## src/rtl/fetch_queue.sv

```systemverilog
// Instruction queue between fetch and decode: circular buffer of {inst, pc}
// with valid/ready output, skid-based fetch stall, one-cycle kill flush.
module fetch_queue #(
    parameter int DEPTH = 4,
    parameter int XLEN  = 32,
    parameter int SKID  = 1
) (
    input  logic                         clk,
    input  logic                         reset,
    input  logic                         kill,
    input  logic                         in_valid,
    input  logic [XLEN-1:0]              in_inst,
    input  logic [XLEN-1:0]              in_pc,
    output logic                         stall_fetch,
    output logic                         out_valid,
    output logic [XLEN-1:0]              out_inst,
    output logic [XLEN-1:0]              out_pc,
    input  logic                         out_ready,
    output logic [$clog2(DEPTH+1)-1:0]   count,
    output logic                         overflow
);

    localparam int PW = $clog2(DEPTH);
    localparam int CW = $clog2(DEPTH+1);

    generate
        if (DEPTH < 2 || (DEPTH & (DEPTH - 1)) != 0)
            $error("fetch_queue: DEPTH must be a power of two >= 2");
        if (SKID < 1 || SKID >= DEPTH)
            $error("fetch_queue: SKID must satisfy 1 <= SKID < DEPTH");
    endgenerate

    logic [XLEN-1:0] r_inst [DEPTH];
    logic [XLEN-1:0] r_pc   [DEPTH];
    logic [PW-1:0]   r_head;
    logic [PW-1:0]   r_tail;
    logic [CW-1:0]   r_count;
    logic            r_overflow;

    logic w_full;
    logic w_empty;
    logic w_push;
    logic w_pop;
    logic w_drop;

    assign w_full  = (r_count == CW'(DEPTH));
    assign w_empty = (r_count == '0);
    assign w_pop   = !w_empty && out_ready && !kill;
    assign w_push  = in_valid && (!w_full || w_pop) && !kill;
    assign w_drop  = in_valid && w_full && !w_pop && !kill;

    // Storage is not reset; only pointers and count define occupancy.
    always_ff @(posedge clk) begin
        if (w_push) begin
            r_inst[r_tail] <= in_inst;
            r_pc[r_tail]   <= in_pc;
        end
    end

    always_ff @(posedge clk or posedge reset) begin
        if (reset) begin
            r_head  <= '0;
            r_tail  <= '0;
            r_count <= '0;
        end else if (kill) begin
            r_head  <= '0;
            r_tail  <= '0;
            r_count <= '0;
        end else begin
            if (w_push)
                r_tail <= r_tail + PW'(1);
            if (w_pop)
                r_head <= r_head + PW'(1);
            unique case ({w_push, w_pop})
                2'b10:   r_count <= r_count + CW'(1);
                2'b01:   r_count <= r_count - CW'(1);
                default: r_count <= r_count;
            endcase
        end
    end

    always_ff @(posedge clk or posedge reset) begin
        if (reset)
            r_overflow <= 1'b0;
        else if (w_drop)
            r_overflow <= 1'b1;
    end

    // Outputs depend on registered state only.
    always_comb begin
        out_valid   = !w_empty;
        out_inst    = '0;
        out_pc      = '0;
        if (!w_empty) begin
            out_inst = r_inst[r_head];
            out_pc   = r_pc[r_head];
        end
        stall_fetch = (r_count >= CW'(DEPTH - SKID));
        count       = r_count;
        overflow    = r_overflow;
    end

endmodule
```

## config.mk

```make
export PLATFORM = sky130hd
export DESIGN_NAME = fetch_queue
export DESIGN_NICKNAME = d
export VERILOG_FILES = /design/src/rtl/fetch_queue.sv
export SDC_FILE = /design/constraint.sdc
export NUM_CORES = 1
export LEC_CHECK = 0
export CAP_MARGIN = 25
export CORE_ASPECT_RATIO = 1.1
export CORE_UTILIZATION = 30
export CTS_CLUSTER_DIAMETER = 120
export CTS_CLUSTER_SIZE = 8
export DETAILED_ROUTE_END_ITERATION = 7
export PLACE_DENSITY = 0.51
export SLEW_MARGIN = 40
export SYNTH_ARGS = -nofsm -noshare
export SYNTH_HDL_FRONTEND = slang
export SYNTH_SLANG_ARGS = --single-unit
```

## constraint.sdc

```tcl
create_clock -name clk -period 5.6 [get_ports clk]
set_input_delay 1.12 -clock clk [delete_from_list [all_inputs] [get_ports clk]]
set_output_delay 1.12 -clock clk [all_outputs]
set_load 0.005 [all_outputs]
```

==> parameters.txt, run 1 <==
Parameter                              Value

Synth
  Proportion of synthesized chip area in sequential cells ... 0.769
  Post-Synthesis Net Count ... between 500 and 600
  Cell types occupying the most area after synthesis ... sky130_fd_sc_hd__edfxtp_1 75%, sky130_fd_sc_hd__mux4_2 14%, sky130_fd_sc_hd__and2_1 4.1%, sky130_fd_sc_hd__dfrtp_1 2.0%, sky130_fd_sc_hd__buf_2 0.63%
  Mean area per synthesized cell ... around 22 sq um
  Warnings, synthesis ... 0
  Most frequent cells after synthesis ... 256 x sky130_fd_sc_hd__edfxtp_1, 68 x sky130_fd_sc_hd__and2_1, 64 x sky130_fd_sc_hd__mux4_2, 13 x sky130_fd_sc_hd__buf_2
  Post-synth top flop ... sky130_fd_sc_hd__edfxtp_1
  Synthesized cell area ... between 0.01 and 0.015 sq mm
  Number of flops mapped to enable cells by yosys ... between 200 and 300
  Count of distinct cell types in the synthesized netlist ... 34
  Synth area leader ... sky130_fd_sc_hd__edfxtp_1
  Ys async rst share ... 0.0303
  Gate count after technology mapping ... 472
  Top-area cell type share of the netlist area ... 0.750
  Most repeated cell in the gate-level netlist after synthesis ... sky130_fd_sc_hd__edfxtp_1
  Synth Register Bits ... 264

Min path
  Source of the worst hold timing path ... overflow
  Worst min-delay path class ... flip-flop to flip-flop
  Worst hold stages ... 1
  Endpoint, Worst Hold ... overflow

Power
  Power density over the cells ... 360 mW/mm^2
  Total power after layout ... 4.76 mW
  Lkg Pwr ... ~4.2 nW
  Worst VDD drop ... 0.199 mV

Timing
  Share of the clock period used by the worst path ... 0.727
  Max frequency ... ~0.25 GHz
  Max transition margin ... 0.591
  Total count of max-transition violations in the final report ... 0
  Final TNS setup ... 0 ns
  Hold violation total from the final report ... 0
  Endpoints failing setup ... 0
  Setup ws final ... approximately 1.5 ns
  Setup repair after global routing missed its margin ... no
  Min Tclk post-route ... between 4 and 5 ns
  Post-Route Skew ... 0.00928 ns
  Slew at the pin closest to its max-slew limit ... about 0.61 ns

Detailed routing
  Total detailed-routing wirelength ... roughly 21000 microns
  Average wire per standard cell ... between 15 and 20 microns
  Top Metal Used ... met4
  Via count normalized by instance count ... 4.67
  Met3 routed wirelength ... approximately 1000 microns
  Met2 Wirelength ... 11000 microns
  First-pass iteration count of the detailed router ... 4
  Routed via count ... 5007
  Routed length on met1 ... 8470 microns
  Number of remaining DRC errors ... 0
  Post-route antenna net violation count ... 0
  Violation count after the first detailed-route iteration ... between 200 and 300

Clock tree
  CTS Root Cell ... sky130_fd_sc_hd__clkbuf_16
  CTS H-Tree Depth ... 2
  Number of clock sinks ... approximately 260
  Post-cts sizing count ... 0
  Number of setup buffers added after CTS ... 0
  Worst skew pair latency ... around 0.5 ns
  Maximum clock insertion buffer count ... 3
  TritonCTS Buffers ... 38
  Clock tree from TritonCTS ... yes
  Clock-pin slew on the worst setup and hold paths ... 0.05 ns
  Quantity of hold-fixing buffers added after cts ... 0

Floorplan
  Placeable core region ... 0.0335 sq mm
  Boundary Pins ... about 140
  Overall die height ... approximately 200 microns
  Width of the die ... roughly 180 microns
  Overall die area ... 0.0349 sq mm
  Floorplan row count ... 70
  Starting density of the core ... 0.307

Setup path
  CP required ... about 4.5 ns
  Register-to-Register Path Depth ... 6
  Reg2Reg Capture Point ... count[2]
  Worst path arrival time ... just under 3 ns
  Element type at the critical path start ... flip-flop
  Setup Crit Path Kind ... flip-flop to output port
  Worst-path maximum fanout ... 39
  Slack of the worst reg-to-reg path ... ~3.2 ns
  Worst setup EP type ... output port
  Launch point of the worst reg-to-reg path ... count[0]

Flow run
  Number of max-cap violations ... 0

Run status
  Status ... finished, final reports clean

Global route
  Largest net degree at the start of global routing ... 40
  Remaining global-route overflow ... 0
  Global-route wire length before repair ... between 30000 and 40000 microns
  Antenna violations before repair ... 0
  Via count of the first global-routing pass ... between 5k and 6k
  Global-route total usage across every layer ... 0.124

Placement
  Post-placement setup slack ... around 1.8 ns
  Routability congestion estimate ... between 0.6 and 0.7
  Post-detailed-placement half-perimeter wirelength ... between 10000 and 15000 microns
  Count of placed standard cells including taps ... around 1k
  Post-DP Area ... approximately 0.012 sq mm
  Port-buffer cells ... about 140

Finish
  Non-filler cells, final ... 1072
  Final design instance area without fill ... roughly 0.013 sq mm
  Ant diodes ... 0
  Relative area change from synthesis to final layout ... 29.1%
  Net total in the final layout ... 707
  Layout cells sized above 1 ... 0.195
-- worst max path at each step --
stage	start	endpoint	slack, ns	cells after the start
3_5_place_dp	in_valid	r_pc[0][23]	1.81	5
4_1_cts	count[0]	out_pc[31]	1.37	4
3_3_place_gp	in_valid	r_pc[0][23]	1.88	4
5_1_grt	count[0]	out_pc[31]	1.26	4
6_report	r_head[0]	out_inst[28]	1.53	4
2_1_floorplan	kill	r_inst[0][0]	2.06	3
-- layout make-up --
cell class	instances	area [sq um]
Timing Repair Buffer	148	1570
Tap cell	432	541
Fill cell	3023	20200
Multi-Input combinational cell	174	2200
Sequential cell	264	7900
Clock inverter	1	8.76
Clock buffer	46	1000
Inverter	7	26.3
-- per-layer routing --
metal,vias up,GRT usage
met5,-,0
met4,0,0.0417
met3,37,0.0233
met2,126,0.221
met1,2617,0.148
li1,2227,-
-- power by group --
part / leakage, nW / switching [mW] / internal [mW] / total [mW]
Combinational: 1.26 / 0.209 / 0.318 / 0.527
Clock: 0.493 / 0.733 / 1.23 / 1.97
Sequential: 2.43 / 0.0396 / 2.23 / 2.27
-- worst max-delay path, cell delays in order, from the launching register on --
cell,delay [ns]
sky130_fd_sc_hd__dfrtp_4,0.82
sky130_fd_sc_hd__buf_12,0.39
sky130_fd_sc_hd__mux4_2,0.58
sky130_fd_sc_hd__and2_1,0.18
sky130_fd_sc_hd__clkdlybuf4s50_1,0.45
-- through the flow --
stage / utilization / hold WS, ns
finish: 0.396 / 0.503
global route: 0.396 / 0.531
CTS: 0.396 / 0.501
detailed placement: 0.365 / 0.478
global placement: 0.361 / 0.486
floorplan: - / 0.466
-- cell families after synthesis --
group | synth area share
fa+ha+maj | 0.00683
compound gates | 0.0116
simple gates | 0.0508
mux | 0.141
flops | 0.769
xor+xnor | 0.00342
buf+inv | 0.0177
-- cell usage in the layout, fill, tap and decap left out, types with 2 or more instances in the layout --
cell type and count:
sky130_fd_sc_hd__a21oi_1 4, sky130_fd_sc_hd__and2_1 64, sky130_fd_sc_hd__and2_4 4, sky130_fd_sc_hd__buf_12 9, sky130_fd_sc_hd__clkbuf_1 7, sky130_fd_sc_hd__clkbuf_16 39, sky130_fd_sc_hd__clkdlybuf4s50_1 138, sky130_fd_sc_hd__dfrtp_1 6
sky130_fd_sc_hd__dfrtp_4 2, sky130_fd_sc_hd__edfxtp_1 256, sky130_fd_sc_hd__ha_1 4, sky130_fd_sc_hd__inv_1 7, sky130_fd_sc_hd__mux4_2 64, sky130_fd_sc_hd__nand3_1 3, sky130_fd_sc_hd__nor2_1 2, sky130_fd_sc_hd__nor3_1 2
sky130_fd_sc_hd__o2111ai_1 2, sky130_fd_sc_hd__o21ai_0 4, sky130_fd_sc_hd__xor2_1 3
-- registers in the layout, indices dropped and copies added, names as in the netlist --
| signal | count |
|---|---|
| count | 3 |
| r_pc | 128 |
| r_inst | 128 |
| r_tail | 2 |
| overflow | 1 |
| r_head | 2 |
No activity file was read; power rests on OpenSTA's default activity.
==> inputs of run 2 (changes only) <==
- PLACE_DENSITY: 0.51 -> 0.53
- clock period: 5.6 -> 3.55 ns (I/O delays scaled with it)
==> parameters.txt, run 2 (synthesis gave the netlist of run 1 again) <==
Parameter                              Value

Floorplan
  Placeable core region ... 0.0335 sq mm
  Overall die area ... roughly 0.035 sq mm
  Overall die height ... around 200 microns
  Starting density of the core ... 0.307
  Floorplan row count ... 70
  Width of the die ... 178 microns
  Boundary Pins ... roughly 140

Clock tree
  Worst skew pair latency ... approximately 0.50 ns
  CTS Root Cell ... sky130_fd_sc_hd__clkbuf_16
  Number of setup buffers added after CTS ... 0
  TritonCTS Buffers ... 38
  Clock tree from TritonCTS ... yes
  Number of clock sinks ... 264
  Clock-pin slew on the worst setup and hold paths ... approximately 0.050 ns
  Post-cts sizing count ... 0
  CTS H-Tree Depth ... 2
  Quantity of hold-fixing buffers added after cts ... 0
  Maximum clock insertion buffer count ... 3

Detailed routing
  Routed via count ... roughly 5.0k
  Top Metal Used ... met5
  Total detailed-routing wirelength ... between 20000 and 25000 microns
  Post-route antenna net violation count ... 0
  Routed length on met1 ... about 9200 microns
  First-pass iteration count of the detailed router ... 4
  Average wire per standard cell ... between 20 and 25 microns
  Number of remaining DRC errors ... 0
  Via count normalized by instance count ... 4.64
  Met2 Wirelength ... ~11000 microns
  Violation count after the first detailed-route iteration ... ~270
  Met3 routed wirelength ... about 1300 microns

Timing
  Total count of max-transition violations in the final report ... 0
  Share of the clock period used by the worst path ... 0.950
  Endpoints failing setup ... 0
  Final TNS setup ... 0 ns
  Max frequency ... approximately 0.30 GHz
  Max transition margin ... 0.623
  Min Tclk post-route ... around 3.4 ns
  Post-Route Skew ... around 0.012 ns
  Hold violation total from the final report ... 0
  Slew at the pin closest to its max-slew limit ... ~0.56 ns
  Setup repair after global routing missed its margin ... no

Global route
  Global-route total usage across every layer ... 0.128
  Global-route wire length before repair ... ~33000 microns
  Antenna violations before repair ... 2
  Largest net degree at the start of global routing ... 65
  Remaining global-route overflow ... 0
  Via count of the first global-routing pass ... roughly 5.7k

Setup path
  Worst Setup SP ... r_head[0]
  Slack of the worst reg-to-reg path ... roughly 1.2 ns
  Launch point of the worst reg-to-reg path ... count[0]
  CP required ... around 2.8 ns
  Reg2Reg Capture Point ... count[2]
  End point of the critical path ... out_inst[18]
  Worst path arrival time ... 2.66 ns
  Worst-path maximum fanout ... 16
  Element type at the critical path start ... flip-flop
  Setup Crit Path Kind ... flip-flop to output port
  Register-to-Register Path Depth ... 6
  Worst setup EP type ... output port

Placement
  Routability congestion estimate ... ~0.75
  Count of placed standard cells including taps ... around 1.0k
  Post-detailed-placement half-perimeter wirelength ... 13000 microns
  Port-buffer cells ... 138
  Post-DP Area ... ~0.012 sq mm

Power
  Lkg Pwr ... 4.21 nW
  Worst VDD drop ... 0.220 mV
  Total power after layout ... around 7.6 mW
  Power density over the cells ... roughly 570 mW/mm^2

Finish
  Utilization after layout ... 0.397
  Ant diodes ... 0
  Net total in the final layout ... 711
  Relative area change from synthesis to final layout ... 29.6%
  Most used cells in the layout excluding fill and tap cells ... 256 x sky130_fd_sc_hd__edfxtp_1, 138 x sky130_fd_sc_hd__clkdlybuf4s50_1, 64 x sky130_fd_sc_hd__mux4_2, 64 x sky130_fd_sc_hd__and2_1, 39 x sky130_fd_sc_hd__clkbuf_16
  Number of fill cells in the layout ... 2984
  Final design instance area without fill ... 0.0133 sq mm
  Non-filler cells, final ... 1081
  Layout cells sized above 1 ... 0.199
  Commonest non-fill, non-tap cell in the layout ... sky130_fd_sc_hd__edfxtp_1

Flow run
  Number of max-cap violations ... 0

Min path
  Worst min-delay path class ... input port to async pin

Run status
  Status ... finished, final reports clean
## run 2: changes by cell type in the layout (fill, tap and decap cells not counted), sizes merged
cell / before / now
buf: 10 / 14
clkbuf: 46 / 51
## run 2: area by class of cell
cell class / instances / area (sq um) / share of cell area
Inverter: 7 / 26.3 / 0.00198
Sequential cell: 264 / 7900 / 0.594
Clock buffer: 51 / 1020 / 0.0768
Multi-Input combinational cell: 174 / 2200 / 0.166
Timing Repair Buffer: 152 / 1600 / 0.120
Tap cell: 432 / 541 / 0.0407
Clock inverter: 1 / 8.76 / 0.000659
## run 2: stage by stage
stage | hold slack [ns] | setup slack (ns)
after global routing | 0.500 | 0.00121
after global placement | 0.468 | 0.442
final | 0.468 | 0.177
after detailed placement | 0.466 | 0.287
after CTS | 0.452 | 0.0800
after floorplan | 0.466 | 0.415
## run 2: worst max-delay path: stages, from the launching register on
cell	delay (ns)
sky130_fd_sc_hd__dfrtp_4	0.63
sky130_fd_sc_hd__buf_4	0.33
sky130_fd_sc_hd__mux4_2	0.57
sky130_fd_sc_hd__and2_1	0.19
sky130_fd_sc_hd__clkdlybuf4s50_1	0.44
## run 2: worst min path at each step
stage          startpoint         to  slack [ns]  depth (start not counted)
6_report            reset  r_tail[0]        0.47                          2
5_1_grt             reset   count[1]        0.50                          2
4_1_cts             reset   count[1]        0.45                          2
3_5_place_dp     overflow   overflow        0.47                          1
3_3_place_gp     overflow   overflow        0.47                          1
2_1_floorplan    overflow   overflow        0.47                          1
## run 2: power breakdown
| part | internal, mW | switching [mW] |
|---|---|---|
| logic | 0.512 | 0.350 |
| clock network | 1.97 | 1.19 |
| registers | 3.52 | 0.0487 |
| total | 6.00 | 1.59 |
## run 2: layer usage
layer  global-route usage  up-vias
li1                     -     2238
met1                0.159     2592
met2                0.216      135
met3               0.0359       46
met4               0.0411        4
met5                    0        -
